`src/rtl/ser_queue_ctrl.sv`:
```
// Serial-in byte queue controller: synchronises async pins, assembles LSB-first words,
// arbitrates enqueue/dequeue strobes. Optional even-parity bit via `define PARITY_EN.
module ser_queue_ctrl #(
    parameter int unsigned DATA_W      = 8,
    parameter int unsigned TIMEOUT_CYC = 100000,
    parameter int unsigned SYNC_STAGES = 2,
`ifdef PARITY_EN
    localparam int unsigned NBits      = DATA_W + 1,
`else
    localparam int unsigned NBits      = DATA_W,
`endif
    localparam int unsigned CntW       = $clog2(NBits + 1),
    localparam int unsigned TmoW       = $clog2(TIMEOUT_CYC + 1)
) (
    input  logic              clock_1MHz,
    input  logic              rst,
    input  logic              data_in,
    input  logic              write_in,
    input  logic              dequeue_in,
    input  logic              q_full,
    input  logic              q_empty,
    output logic              enq_o,
    output logic [DATA_W-1:0] enq_data_o,
    output logic              deq_o,
    output logic              status_out,
    output logic [CntW-1:0]   bit_cnt_o,
    output logic              timeout_o,
    output logic              err_o
);

    typedef enum logic [1:0] {StIdle, StShift, StCommit, StWaitSpace} state_e;

    state_e                 state_q, state_d;
    logic [SYNC_STAGES-1:0] wr_sync_q, wr_sync_d;
    logic [SYNC_STAGES-1:0] dq_sync_q, dq_sync_d;
    logic [SYNC_STAGES-1:0] dat_sync_q, dat_sync_d;
    logic                   wr_prev_q, wr_prev_d, wr_edge_q, wr_edge_d;
    logic                   dq_prev_q, dq_prev_d, dq_edge_q, dq_edge_d;
    logic                   bit_q, bit_d;
    logic [DATA_W-1:0]      shift_q, shift_d;
    logic [CntW-1:0]        cnt_q, cnt_d;
    logic [TmoW-1:0]        tmo_q, tmo_d, tmo_inc;
    logic                   pending_q, pending_d;
    logic                   status_q, status_d;
    logic                   timeout_q, timeout_d;
    logic                   par_err_q, par_err_d;
    logic                   is_par;

    always_ff @(posedge clock_1MHz or negedge rst) begin
        if (!rst) begin
            state_q    <= StIdle;
            wr_sync_q  <= '0;
            dq_sync_q  <= '0;
            dat_sync_q <= '0;
            wr_prev_q  <= 1'b0;
            wr_edge_q  <= 1'b0;
            dq_prev_q  <= 1'b0;
            dq_edge_q  <= 1'b0;
            bit_q      <= 1'b0;
            shift_q    <= '0;
            cnt_q      <= '0;
            tmo_q      <= '0;
            pending_q  <= 1'b0;
            status_q   <= 1'b0;
            timeout_q  <= 1'b0;
            par_err_q  <= 1'b0;
        end else begin
            state_q    <= state_d;
            wr_sync_q  <= wr_sync_d;
            dq_sync_q  <= dq_sync_d;
            dat_sync_q <= dat_sync_d;
            wr_prev_q  <= wr_prev_d;
            wr_edge_q  <= wr_edge_d;
            dq_prev_q  <= dq_prev_d;
            dq_edge_q  <= dq_edge_d;
            bit_q      <= bit_d;
            shift_q    <= shift_d;
            cnt_q      <= cnt_d;
            tmo_q      <= tmo_d;
            pending_q  <= pending_d;
            status_q   <= status_d;
            timeout_q  <= timeout_d;
            par_err_q  <= par_err_d;
        end
    end

    // Edge strobes are registered so the data bit lines up with them one cycle later.
    always_comb begin
        wr_sync_d  = {wr_sync_q[SYNC_STAGES-2:0], write_in};
        dq_sync_d  = {dq_sync_q[SYNC_STAGES-2:0], dequeue_in};
        dat_sync_d = {dat_sync_q[SYNC_STAGES-2:0], data_in};
        wr_prev_d  = wr_sync_q[SYNC_STAGES-1];
        wr_edge_d  = wr_sync_q[SYNC_STAGES-1] & ~wr_prev_q;
        dq_prev_d  = dq_sync_q[SYNC_STAGES-1];
        dq_edge_d  = dq_sync_q[SYNC_STAGES-1] & ~dq_prev_q;
        bit_d      = dat_sync_q[SYNC_STAGES-1];
    end

    always_comb begin
        state_d   = state_q;
        shift_d   = shift_q;
        cnt_d     = cnt_q;
        tmo_d     = tmo_q;
        timeout_d = 1'b0;
        par_err_d = 1'b0;
`ifdef PARITY_EN
        is_par    = (cnt_q == CntW'(DATA_W));
`else
        is_par    = 1'b0;
`endif
        tmo_inc   = (tmo_q == TmoW'(TIMEOUT_CYC)) ? tmo_q : tmo_q + TmoW'(1);
        unique case (state_q)
            StIdle: begin
                if (wr_edge_q && !q_full) begin
                    shift_d = {bit_q, {(DATA_W-1){1'b0}}};
                    cnt_d   = CntW'(1);
                    tmo_d   = '0;
                    state_d = StShift;
                end
            end
            StShift: begin
                if (wr_edge_q) begin
                    cnt_d = cnt_q + CntW'(1);
                    tmo_d = '0;
                    if (!is_par) shift_d = {bit_q, shift_q[DATA_W-1:1]};
                    if (cnt_q == CntW'(NBits - 1)) begin
                        if (is_par && ((^shift_q) != bit_q)) begin
                            state_d   = StIdle;
                            cnt_d     = '0;
                            par_err_d = 1'b1;
                        end else begin
                            state_d = q_full ? StWaitSpace : StCommit;
                        end
                    end
                end else if (tmo_inc == TmoW'(TIMEOUT_CYC)) begin
                    state_d   = StIdle;
                    cnt_d     = '0;
                    tmo_d     = '0;
                    timeout_d = 1'b1;
                end else begin
                    tmo_d = tmo_inc;
                end
            end
            StCommit: begin
                state_d = StIdle;
                cnt_d   = '0;
            end
            StWaitSpace: begin
                if (!q_full) state_d = StCommit;
            end
            default: state_d = StIdle;
        endcase
        status_d  = (state_d == StIdle) && !q_full;
        // A new edge while a request is outstanding merges into it.
        pending_d = pending_q ? ~(deq_o | (pending_q & q_empty)) : dq_edge_q;
    end

    always_comb begin
        enq_o      = (state_q == StCommit);
        enq_data_o = shift_q;
        deq_o      = pending_q && !q_empty && !enq_o;
        err_o      = (pending_q && q_empty) || par_err_q;
        bit_cnt_o  = cnt_q;
        timeout_o  = timeout_q;
        status_out = status_q;
    end

endmodule
```
`config.mk`:
```
export PLATFORM = sky130hd
export DESIGN_NAME = ser_queue_ctrl
export DESIGN_NICKNAME = d
export VERILOG_FILES = /design/src/rtl/ser_queue_ctrl.sv
export SDC_FILE = /design/constraint.sdc
export NUM_CORES = 1
export LEC_CHECK = 0
export ABC_CLOCK_PERIOD_IN_PS = 6400
export BUFFER_PORTS_ARGS = -buffer_cell sky130_fd_sc_hd__clkbuf_2
export CORE_ASPECT_RATIO = 1.2
export CORE_UTILIZATION = 60
export DETAILED_ROUTE_END_ITERATION = 10
export HOLD_SLACK_MARGIN = 0.06
export PLACE_DENSITY_LB_ADDON = 0.2
export SYNTH_ARGS = -nofsm -noshare
export SYNTH_HDL_FRONTEND = slang
export SYNTH_SLANG_ARGS = --single-unit
```
`constraint.sdc`:
```
create_clock -name clock_1MHz -period 6.4 [get_ports clock_1MHz]
set_input_delay 1.6 -clock clock_1MHz [delete_from_list [all_inputs] [get_ports clock_1MHz]]
set_output_delay 1.6 -clock clock_1MHz [all_outputs]
set_load 0.005 [all_outputs]
```
==> results list, run 1 <==
- DIE WIDTH: 61.2 µm
* CTS Buffer Depth: 2
- Async SR Flop Fraction: 100%
- Core footprint: 3970 µm²
- In this run the remaining antenna-violating nets after routing total 0.
* Share of final-layout standard cells stronger than drive strength 1: 15.0%
- RePlAce Congestion: 0.849
- Setup repair after global routing left no endpoint under its margin.
- After detailed routing, the average wire length per cell comes to 15.7 µm.
- In this run the power density over the cells is 304 nW/µm².
- The number of max-slew violations in the final report was 0.
- By count the netlist is led by sky130_fd_sc_hd__dfrtp_1, sky130_fd_sc_hd__nand2_1, sky130_fd_sc_hd__nor2_1.
* Worst setup slack after layout: 2.78 ns
- Per report_power, the sequential group accounts for 47.1% of the total.
- For this run, the top clock speed supported by timing is 276 MHz.
- Starting density of the core: 63.5%
* First-pass GRT wire length: 8650 µm
* Total power after layout: 0.831 mW
* TritonCTS Buffers: 5
* Vias per cell: 6.08
* Overall die height: 73.0 µm
* Mean post-synth cell area: 9.41 µm²
* Die Footprint: 4470 µm²
- On the final layout, the worst clock skew is 0.00733 ns.
- Category of the worst setup path capture point: output pin
- The critical path in this run is classified as input pin to output pin.
- TritonCTS clock tree: done
- For this design, the sink count on the clock tree is 45.
- Of the available clock period, the critical path in the final layout requires 56.6%.
- Max-slew headroom at the worst pin: 28.3%
* Mux cell area share after synthesis: 2.03%
* Power dissipated by switching net loads: 0.327 mW
- In this run the count of I/O pins placed on the die edge is 24.
- The analysis attributes to cell leakage a power of 1.22 nW.
- Synthesis produced a netlist with a net count of 282.
* Compound-Gate Fraction of Synth Area: 20.2%
- Count of H-tree levels built during CTS: 2
- Data arrives at the worst endpoint at 2.02 ns.
- In this run, the number of DRC markers left after iteration 0 of detailed routing was 122.
* Post-synth EDFFs: 0
- Cell-internal power: 0.504 mW
- Prior to clock tree synthesis, the placed netlist has a worst setup slack of 2.77 ns.
- Worst hold path class: flop to flop
- Critical-path maximum fanout: 3
- In this run, placement finished with an instance count of 332.
- After clock tree synthesis, the clock-pin slew on the worst setup and hold paths is 0.08 ns.
- The number of endpoints with negative hold slack in the final report is 0.
- FF+latch count, synth: 45
- Number of distinct library cell variants in the gate-level netlist after synthesis: 55
- Max Cap Violations: 0
* Switching Share: 39.3%
* Total congestion overflow after global routing: 0
- Post-synthesis sequential area ratio: 44.6%
- The share of total power dissipated in the clock network is 21.3%.
- In the final design database the tool counted 299 nets.
- Setup total negative slack on the finished layout was measured at 0 ns.
- The clock reaches the later pin of the worst-skew pair after 0.30 ns.
- The sequential cells in the finished layout cover a total of 1130 µm².
- Setup violations remaining at the end of the flow were counted as 0.
* Worst Max-Slew Pin Slew: 1.08 ns
- Summed over its instances, the top area cell type makes up 44.6% of the synthesized netlist area.
- In the post-synthesis netlist, the cell with the most instances is sky130_fd_sc_hd__dfrtp_1.
* Number of hold buffers added after CTS: 0
- Global routing used 26.4% of the available tracks.
* Share of total power in combinational logic: 31.6%
- The first detailed-routing pass ran for 4 iterations.
- After technology mapping, the gate count stands at 268.
* Total routed wirelength: 5330 µm
* Total of warnings raised by yosys: 0
- Summing the areas of all and, or, nand and nor instances in the mapped netlist gives 24.4% of the synthesized area.
* Worst ir drop on vdd: 0.000137 V
* Endpoint required time on the critical path: 4.80 ns
- Post-synthesis share of cell area spent on xor and xnor gates: 1.04%
- After detailed routing, the number of remaining DRC violations is 0.
- Final period demand of the worst path: 3.62 ns
- The repair_antennas step left the layout with diodes totalling 0.
* Fraction of the core area covered by cells at the end of the flow: 68.9%
* CTS Root Cell: sky130_fd_sc_hd__clkbuf_8
- Cell Rows: 25
- Post-CTS repair timing setup buffer count: 0
- Most frequently used flop master after synthesis: sky130_fd_sc_hd__dfrtp_1
- sky130_fd_sc_hd__dfrtp_1 takes more of the synthesized area than any other cell.
- By area the synthesized netlist is led by sky130_fd_sc_hd__dfrtp_1, sky130_fd_sc_hd__nand2_1, sky130_fd_sc_hd__ha_1, sky130_fd_sc_hd__a22o_1, sky130_fd_sc_hd__a21oi_1.
* Count of vias placed by the detailed router: 2068
* Post-Layout Cell Count: 340
* Vias in the first global route: 1846
- Run status: completed
- Entering global routing, the biggest net connects 46 pins.
- STA classifies the critical path startpoint as an input pin.
* Count of instances resized after the clock tree is built: 0
- The initial antenna violation count came to 0.
- Compared with the post-synthesis result, the final layout area differs by 8.48%.
* Number of filler instances in the final layout: 329
* Area of the multi-input gates: 1290 µm²
- Post-Synthesis Cell Area: 2520 µm²
- Of the total synthesized cell area, the portion taken by full adders, half adders and majority gates is 3.47%.
- Count of input and output buffers: 23
- By area, the combinational part of the netlist is dominated by simple AND/OR/NAND/NOR gates.
- The wire-length estimate of the detail-placed layout is 3760 µm.
power by group through the flow:
| stage | clock, mW | combinational (mW) | sequential, mW |
|---|---|---|---|
| after floorplan | 0 | 0.220 | 0.362 |
| after CTS | 0.182 | 0.262 | 0.390 |
| after detailed placement | 0 | 0.260 | 0.395 |
| final | 0.177 | 0.262 | 0.391 |
| after global placement | 0 | 0.250 | 0.394 |
| after global routing | 0.193 | 0.295 | 0.399 |
sequential cells by signal (all words and copies together), names as in the netlist, 2 cells and up:
register    flops
dat_sync_q      2
state_q         2
dq_sync_q       2
wr_sync_q       2
bit_cnt_o       4
enq_data_o      8
tmo_q          17
cell usage in the layout, fill, tap and decap left out, types with 4 or more instances in the layout:
master and n:
sky130_fd_sc_hd__dfrtp_1 45, sky130_fd_sc_hd__nand2_1 34, sky130_fd_sc_hd__o2bb2ai_1 6, sky130_fd_sc_hd__nor3_1 6, sky130_fd_sc_hd__nor2_1 16, sky130_fd_sc_hd__mux2i_1 4, sky130_fd_sc_hd__nand4_1 6, sky130_fd_sc_hd__inv_1 13
sky130_fd_sc_hd__and3_1 6, sky130_fd_sc_hd__nor2b_1 4, sky130_fd_sc_hd__clkbuf_8 5, sky130_fd_sc_hd__clkbuf_2 23, sky130_fd_sc_hd__nand3_1 12, sky130_fd_sc_hd__ha_1 7, sky130_fd_sc_hd__a21oi_1 15, sky130_fd_sc_hd__a22o_1 9
sky130_fd_sc_hd__nand2b_1 5, sky130_fd_sc_hd__or3_1 4, sky130_fd_sc_hd__o21ai_0 13
critical path, cell delays in order:
cell	delay, ns
sky130_fd_sc_hd__clkbuf_2	0.09
sky130_fd_sc_hd__nor3b_1	0.19
sky130_fd_sc_hd__clkbuf_2	0.14
cells by family after synthesis:
logic type,Yosys count
DFF,45
xor gates and xnor gates,3
and+or+nand+nor,111
adders and majority gates,7
buffers and inverters,26
muxes,5
AOI/OAI and AO/OA,71
area by class of cell:
class | count | area share, %
Tap cell | 54 | 2.47
Sequential cell | 45 | 41.2
Multi-Input combinational cell | 197 | 47.1
Timing Repair Buffer | 23 | 4.21
Clock inverter | 3 | 0.777
Clock buffer | 5 | 2.51
Inverter | 13 | 1.78
metal layers:
layer | vias up | GRT usage, % | routed length, µm
met5 | - | 0 | 0
met3 | 10 | 3.72 | 145
met4 | 0 | 9.60 | 94
li1 | 1007 | - | -
met1 | 1010 | 33.9 | 2380
met2 | 41 | 44.4 | 2710
per-stage QoR:
| stage | hold slack (ns) | instance area, µm² |
|---|---|---|
| finish | 0.353 | 2740 |
| global route | 0.364 | 2740 |
| CTS | 0.355 | 2740 |
| detailed placement | 0.335 | 2650 |
| global placement | 0.331 | 2650 |
| floorplan | 0.331 | 2520 |
path summary, 6_finish.rpt:
check / depth (start not counted) / from / endpoint / slack, ns
setup / recovery: 3 / q_empty / deq_o / 2.78
hold / removal: 0 / wr_sync_q[0] / wr_sync_q[1] / 0.35
setup reg to reg: 8 / tmo_q[1] / bit_cnt_o[1] / 3.17
hold reg to reg: 0 / wr_sync_q[0] / wr_sync_q[1] / 0.35
max in group asynchronous: 1 / rst / tmo_q[0] / 4.26
min in group asynchronous: 1 / rst / bit_cnt_o[2] / 1.48
(Power assumes the default switching activity.)
==> inputs of run 2 (changes only) <==
--- a/config.mk
+++ b/config.mk
@@ -5,10 +5,10 @@
 export SDC_FILE = /design/constraint.sdc
 export NUM_CORES = 1
 export LEC_CHECK = 0
-export ABC_CLOCK_PERIOD_IN_PS = 6400
+export ABC_CLOCK_PERIOD_IN_PS = 3150
 export BUFFER_PORTS_ARGS = -buffer_cell sky130_fd_sc_hd__clkbuf_2
 export CORE_ASPECT_RATIO = 1.2
-export CORE_UTILIZATION = 60
+export CORE_UTILIZATION = 53
 export DETAILED_ROUTE_END_ITERATION = 10
 export HOLD_SLACK_MARGIN = 0.06
 export PLACE_DENSITY_LB_ADDON = 0.2
==> constraint.sdc (replaced) <==
create_clock -name clock_1MHz -period 3.15 [get_ports clock_1MHz]
set_input_delay 0.7875 -clock clock_1MHz [delete_from_list [all_inputs] [get_ports clock_1MHz]]
set_output_delay 0.7875 -clock clock_1MHz [all_outputs]
set_load 0.005 [all_outputs]
==> run 2 against run 1 <==
Against the previous run:
- combinational power increased by 100%
- critical path type is now flop to flop
- total power increased by 110%
- sequential share of layout area decreased by 0.61 points
- first-iteration DRC count increased by 12%
==> results list, run 2 (synthesis gave the netlist of run 1 again) <==
- Post-CTS repair timing setup buffer count: 0 (unchanged)
- The final antenna-violating net count came to 0 (unchanged).
- The start-to-end type of the worst setup path was flop to flop (was input pin to output pin).
- Count of H-tree levels built during CTS: 2 (unchanged)
* Final period demand of the worst path: 2.94 ns
- The total global routing overflow is 0 (unchanged).
- The final standard cell count with taps included and fillers excluded is 346 (was 340).
* Part of the cycle the worst path needs: 93.4%
* Number of DRC violations after detailed routing: 0 (unchanged)
* Top register by number of flip-flops: tmo_q (unchanged)
* Ratio of total power to cell area: 637 nW/µm² (was 304 nW/µm²)
* Die Footprint: 5040 µm² (was 4470 µm²)
- The number of endpoints failing setup at the final stage was 0 (unchanged).
* Share of final-layout standard cells stronger than drive strength 1: 15.3% (was 15.0%)
* Count of vias placed by the detailed router: 2127 (was 2068)
* Pin count of the biggest net entering global routing: 46 (unchanged)
* Number of endpoints with negative hold slack in the final report: 0 (unchanged)
* Layout-stage area growth over the synthesis result: 10.1% (was 8.48%)
- Most used cells in the layout excluding fill and tap cells: sky130_fd_sc_hd__dfrtp_1, sky130_fd_sc_hd__nand2_1, sky130_fd_sc_hd__clkbuf_2 (unchanged).
- Overall die height: 77.6 µm (was 73.0 µm)
- Vias per cell: 6.15 (was 6.08)
- The number of clock sinks seen by CTS came to 45 (unchanged).
- TritonCTS Buffers: 5 (unchanged)
* Max Fclk: 340 MHz
- Reg clk slew, reported paths: 0.09 ns (was 0.08 ns)
- The post-cts resize count came to 0 (unchanged).
* GRT Overall Usage: 23.7% (was 26.4%)
- Final antenna diode count: 0 (unchanged)
- Setup Skew: 0.00915 ns (was 0.00733 ns)
* Placed wire-length estimate: 3910 µm (was 3760 µm)
* Flip-flop count of the largest register, all copies and words added: 17 (unchanged)
* TritonCTS clock tree: done (unchanged)
- CTS Buffer Depth: 2 (unchanged)
- Average wire per standard cell: 16.0 µm (was 15.7 µm)
- The number of max-slew violations in the final report is 0 (unchanged).
- RePlAce Congestion: 0.905 (was 0.849)
* Endpoint required time on the critical path: 3.35 ns (was 4.80 ns)
- Data arrival at the endpoint of the critical path: 3.14 ns (was 2.02 ns)
- The horizontal die dimension came to 65.0 µm (was 61.2 µm).
- The global-route wire length before repair came to 9150 µm (was 8650 µm).
- Unrepaired setup endpoints after global routing: false (unchanged)
* Fraction of the core area covered by cells at the end of the flow: 60.5% (was 68.9%)
* Count of input and output buffers: 23 (unchanged)
- Leakage power total: 1.24 nW (was 1.22 nW)
- Max-slew headroom at the worst pin: 59.5% (was 28.3%)
- TNS Setup: 0 ns (unchanged)
* Worst ir drop on vdd: 0.000322 V (was 0.000137 V)
- Number of antenna violations at the first check in global routing: 0 (unchanged)
- Critical-path maximum fanout: 10 (was 3)
* Skew-Pair Late Insertion Delay: 0.30 ns (about the same)
- Run status: completed (unchanged)
- The number of rows in the core area is 27 (was 25).
- The via count of the first global-routing pass was 1950 (was 1846).
- The endpoint type of the worst setup path is a flop (was output pin).
* Number of hold buffers added after CTS: 0 (unchanged)
* Startpoint Class: flop (was input pin)
- The max-cap check violation count is 0 (unchanged).
* Most common cell after layout, fill and taps aside: sky130_fd_sc_hd__dfrtp_1 (unchanged)
- Worst hold-check slack: 0.353 ns (about the same)
- The number of violations reported at the end of detailed-routing iteration 0 was 137 (was 122).
- Worst hold path class: flop to flop (unchanged)
- The final net count came to 301 (was 299).
* Total routed wirelength: 5540 µm (was 5330 µm)
- The number of iterations in the first detailed-routing pass is 4 (unchanged).
- The standard cell core area came to 4590 µm² (was 3970 µm²).
- The cell chosen for the clock root was sky130_fd_sc_hd__clkbuf_8 (unchanged).
- Worst Max-Slew Pin Slew: 0.608 ns (was 1.08 ns)
- Ports placed on the boundary: 24 (unchanged)
- DP Cell Count: 338 (was 332)
* Starting density of the core: 54.9% (was 63.5%)
-- run 2: where the power goes --
| part | leakage, nW | total [mW] | switching [mW] | internal [mW] |
|---|---|---|---|---|
| combinational | 0.595 | 0.536 | 0.326 | 0.210 |
| sequential | 0.587 | 0.793 | 0.131 | 0.663 |
| clock | 0.0554 | 0.439 | 0.201 | 0.238 |
-- run 2: worst paths after layout --
kind	end	cells past startpoint	from	slack (ns)
max	tmo_q[12]	9	tmo_q[0]	0.21
min	dq_sync_q[1]	0	dq_sync_q[0]	0.35
max reg2reg	tmo_q[12]	9	tmo_q[0]	0.21
min reg2reg	dq_sync_q[1]	0	dq_sync_q[0]	0.35
max in group asynchronous	tmo_q[16]	2	rst	2.21
min in group asynchronous	state_q[1]	2	rst	0.56
-- run 2: worst max-delay path, stage by stage (launching register included) --
cell,delay [ns]
sky130_fd_sc_hd__dfrtp_1,0.49
sky130_fd_sc_hd__ha_1,0.40
sky130_fd_sc_hd__inv_1,0.12
sky130_fd_sc_hd__or4_1,0.58
sky130_fd_sc_hd__nor2_1,0.14
sky130_fd_sc_hd__xor2_1,0.23
sky130_fd_sc_hd__a41o_1,0.43
sky130_fd_sc_hd__buf_4,0.21
sky130_fd_sc_hd__o21ai_2,0.05
sky130_fd_sc_hd__a21o_1,0.19
-- run 2: stage by stage --
stage / instance area, µm² / worst slack (ns) / power, mW
floorplan: 2520 / 0.642 / 1.18
global placement: 2670 / 0.384 / 1.32
global route: 2780 / 0.0330 / 1.88
detailed placement: 2670 / 0.254 / 1.33
finish: 2780 / 0.209 / 1.77
CTS: 2780 / 0.230 / 1.78
-- run 2: layout make-up --
type	count	area (µm²)
sequential	45	1130
clock buffer	6	72.6
inverter	13	48.8
clock inverter	2	38.8
tap	58	72.6
multi-input combinational	197	1290
fill	426	1820
timing repair buffer	25	130
-- run 2: per-layer routing --
layer	share of wire, %	wire length [µm]	track usage (%)	up-vias
met3	4.5	251	5.15	8
met2	51	2800	38.8	66
met1	43	2390	29.3	1039
li1	-	-	-	1014
met5	0	0	0	-
met4	1.8	100	11.3	0
==> inputs of run 3 (changes only) <==
--- a/config.mk
+++ b/config.mk
@@ -5,13 +5,14 @@
 export SDC_FILE = /design/constraint.sdc
 export NUM_CORES = 1
 export LEC_CHECK = 0
-export ABC_CLOCK_PERIOD_IN_PS = 3150
+export ABC_CLOCK_PERIOD_IN_PS = 3320
 export BUFFER_PORTS_ARGS = -buffer_cell sky130_fd_sc_hd__clkbuf_2
 export CORE_ASPECT_RATIO = 1.2
-export CORE_UTILIZATION = 53
+export CORE_UTILIZATION = 59
 export DETAILED_ROUTE_END_ITERATION = 10
 export HOLD_SLACK_MARGIN = 0.06
 export PLACE_DENSITY_LB_ADDON = 0.2
 export SYNTH_ARGS = -nofsm -noshare
 export SYNTH_HDL_FRONTEND = slang
 export SYNTH_SLANG_ARGS = --single-unit
+export TNS_END_PERCENT = 20
==> constraint.sdc (replaced) <==
create_clock -name clock_1MHz -period 3.32 [get_ports clock_1MHz]
set_input_delay 0.83 -clock clock_1MHz [delete_from_list [all_inputs] [get_ports clock_1MHz]]
set_output_delay 0.83 -clock clock_1MHz [all_outputs]
set_load 0.005 [all_outputs]
==> run 3 against run 2 <==
Against the previous run:
- total power shrank 5.8%
- wire length shrank 2.5%
- critical endpoint is now bit_cnt_o[1]
- setup slack gained 0.077 ns
- largest cell class unchanged
- count of clock-buffer cells in the layout is the same
- critical path depth shrank 1
- clock skew grew 0.00069 ns
- sequential share of layout area grew 0.18 points
- via count shrank 0.52%
- largest power group unchanged
- non-clock buffer count shrank 1
- maximum frequency shrank 3.1%
- global-route usage grew 3.1 points
- combinational power shrank 6.0%
==> results list, run 3 (synthesis gave the netlist of run 1 again) <==
- Startpoint of the most critical hold path: dq_sync_q[0] (unchanged)
- The critical-path cell with the highest stage delay is sky130_fd_sc_hd__or4_1 (unchanged).
- The ratio of total power to cell area was 603 nW/µm² (was 637 nW/µm²).
- Count of instances resized after the clock tree is built: 0 (unchanged)
- Most used cells in the layout excluding fill and tap cells: sky130_fd_sc_hd__dfrtp_1, sky130_fd_sc_hd__nand2_1, sky130_fd_sc_hd__clkbuf_2 (unchanged)
* TritonCTS Sinks: 45 (unchanged)
- The number of rows in the core area was 25 (was 27).
- Top register by number of flip-flops: tmo_q (unchanged)
- First-pass GRT wire length: 8830 µm (was 9150 µm)
- Most common cell after layout, fill and taps aside: sky130_fd_sc_hd__dfrtp_1 (unchanged)
- The total leakage power was 1.23 nW (was 1.24 nW).
- Worst ir drop on vdd: 0.000372 V (was 0.000322 V)
* Run status: completed (unchanged)
- Core footprint: 4000 µm² (was 4590 µm²)
* Number of buffer and inverter instances along the worst setup path: 1 (was 2)
- The horizontal die dimension was 61.7 µm (was 65.0 µm).
- The detailed-route wire length was 5410 µm (was 5540 µm).
* Final nets: 300 (was 301)
- The largest buffer count on any clock path was 2 (unchanged).
* Starting density of the core: 63.0% (was 54.9%)
- Skew-Pair Late Insertion Delay: 0.30 ns (about the same)
* Die Footprint: 4540 µm² (was 5040 µm²)
- Cell family with the largest share of critical-path delay: simple AND/OR/NAND/NOR gates (unchanged)
- The number of iterations in the first detailed-routing pass is 5 (was 4).
* RePlAce Congestion: 1.03 (was 0.905)
- The share of the clock period used by the worst path after layout was 91.4% (was 93.4%).
- Unrepaired setup endpoints after global routing: false (unchanged)
* Endpoint required time on the critical path: 3.51 ns (was 3.35 ns)
* Overall die height: 73.6 µm (was 77.6 µm)
* Category of the worst setup path capture point: flop (unchanged)
- The antenna diode instance count was 0 (unchanged).
- The reg-to-reg critical path startpoint is tmo_q[1] (was tmo_q[0]).
* Reg clk slew, reported paths: 0.08 ns (was 0.09 ns)
- The launching instance or port of the critical path was tmo_q[1] (was tmo_q[0]).
- The cell area after placement came to 2650 µm² (was 2670 µm²).
* Vias per cell: 6.21 (was 6.15)
- The smallest hold slack was 0.341 ns (was 0.353 ns).
- TritonCTS clock tree: done (unchanged)
* Cells traversed along the worst timing path: ha_1, inv_1, or4_1, nor2_1, xor2_1, a41o_1, nand2_1, a22o_1 (was ha_1, inv_1, or4_1, nor2_1, xor2_1, a41o_1, buf_4, o21ai_2, a21o_1)
* Count of H-tree levels built during CTS: 2 (unchanged)
- Post-route standard cell area excluding fillers: 2770 µm² (was 2780 µm²)
- The peak per-stage delay on the critical path was 0.59 ns (was 0.58 ns).
- CTS Root Cell: sky130_fd_sc_hd__clkbuf_8 (unchanged)
- Number of endpoints with negative hold slack in the final report: 0 (unchanged)
- TritonCTS Buffers: 5 (unchanged)
- TNS Setup: 0 ns (unchanged)
* Data arrival at the endpoint of the critical path: 3.23 ns (was 3.14 ns)
- The pin count of the biggest net entering global routing was 26 (was 46).
- Category of the critical setup timing path: flop to flop (unchanged)
- The number of buffers added for setup after CTS was 0 (unchanged).
- Critical-path maximum fanout: 11 (was 10)
- Number of hold buffers added after CTS: 0 (unchanged)
- The number of flip-flops in the largest register came to 17 (unchanged).
- Number of violations reported at the end of detailed-routing iteration 0: 167 (was 137)
* Count of vias placed by the detailed router: 2116 (was 2127)
- Final setup violation count: 0 (unchanged)
- Fraction of the core area covered by cells at the end of the flow: 69.1% (was 60.5%)
- Worst Max-Slew Pin Slew: 0.621 ns (was 0.608 ns)
- The total routing resource utilization after global routing is 26.8% (was 23.7%).
* DP Cell Count: 333 (was 338)
- The worst-case headroom to the max-slew limit was 58.6% (was 59.5%).
- Number of nets still failing antenna checks after routing: 0 (unchanged)
- Ports placed on the boundary: 24 (unchanged)
* Layout-stage area growth over the synthesis result: 9.62% (was 10.1%)
- The class of the worst hold path was flop to flop (unchanged).
* Placed wire-length estimate: 3880 µm (was 3910 µm)
- The upper clock frequency limit came to 330 MHz (was 340 MHz).
- Count of input and output buffers: 23 (unchanged)
* Max Cap Violations: 0 (unchanged)
- The share of cells above drive strength 1 is 15.0% (was 15.3%).
- The routed length per instance is 15.9 µm (was 16.0 µm).
- The final standard cell count with taps included and fillers excluded is 341 (was 346).
* Total congestion overflow after global routing: 0 (unchanged)
* Number of antenna violations at the first check in global routing: 0 (unchanged)
* Vias in the first global route: 1927 (was 1950)
* Number of DRC violations after detailed routing: 0 (unchanged)
- The number of max-slew violations in the final report is 0 (unchanged).
- Setup Skew: 0.00983 ns (was 0.00915 ns)
- The kind of start point of the critical path is a flop (unchanged).
* Final period demand of the worst path: 3.03 ns (was 2.94 ns)
run 3: where the power goes:
part / internal [mW] / leakage [nW] / switching [mW]
Combinational: 0.194 / 0.590 / 0.310
Clock: 0.226 / 0.0554 / 0.180
Sequential: 0.629 / 0.587 / 0.128
run 3: path summary, 6_finish.rpt:
check	endpoint	slack (ns)	depth (start not counted)
max in group asynchronous	enq_data_o[6]	2.08	2
worst max register to register	bit_cnt_o[1]	0.29	8
worst min register to register	dq_sync_q[1]	0.34	0
worst max-delay path	bit_cnt_o[1]	0.29	8
min in group asynchronous	wr_sync_q[0]	0.53	1
worst min-delay path	dq_sync_q[1]	0.34	0
run 3: per-layer routing:
metal | track usage [%] | routed length [µm] | up-vias
met5 | 0 | 0 | -
met4 | 12.3 | 170 | 0
met3 | 5.46 | 372 | 18
met2 | 43.6 | 2630 | 89
met1 | 33.8 | 2230 | 1002
li1 | - | - | 1007
run 3: area by class of cell:
type                            instances  area, µm²
Tap cell                               54       67.6
Sequential cell                        45       1130
Timing Repair Buffer                   24        123
Inverter                               13       48.8
Clock inverter                          2       38.8
Clock buffer                            6       72.6
Multi-Input combinational cell        197       1290
Fill cell                             331       1240
run 3: per-stage QoR:
| step | setup slack [ns] | power (mW) |
|---|---|---|
| 2_1_floorplan | 0.812 | 1.12 |
| 3_3_place_gp | 0.443 | 1.25 |
| 3_5_place_dp | 0.371 | 1.26 |
| 4_1_cts | 0.329 | 1.66 |
| 5_1_grt | 0.0635 | 1.78 |
| 6_report | 0.286 | 1.67 |
run 3: worst reg2reg max path: cells and delay by family (launching register included):
family,cells,cell delay [ns]
AND/OR/NAND/NOR,3,0.91
AO/OA/AOI/OAI,2,0.73
flip-flops,1,0.50
adder cells (fa/ha/maj),1,0.42
XOR/XNOR,1,0.24
buffers and inverters,1,0.12
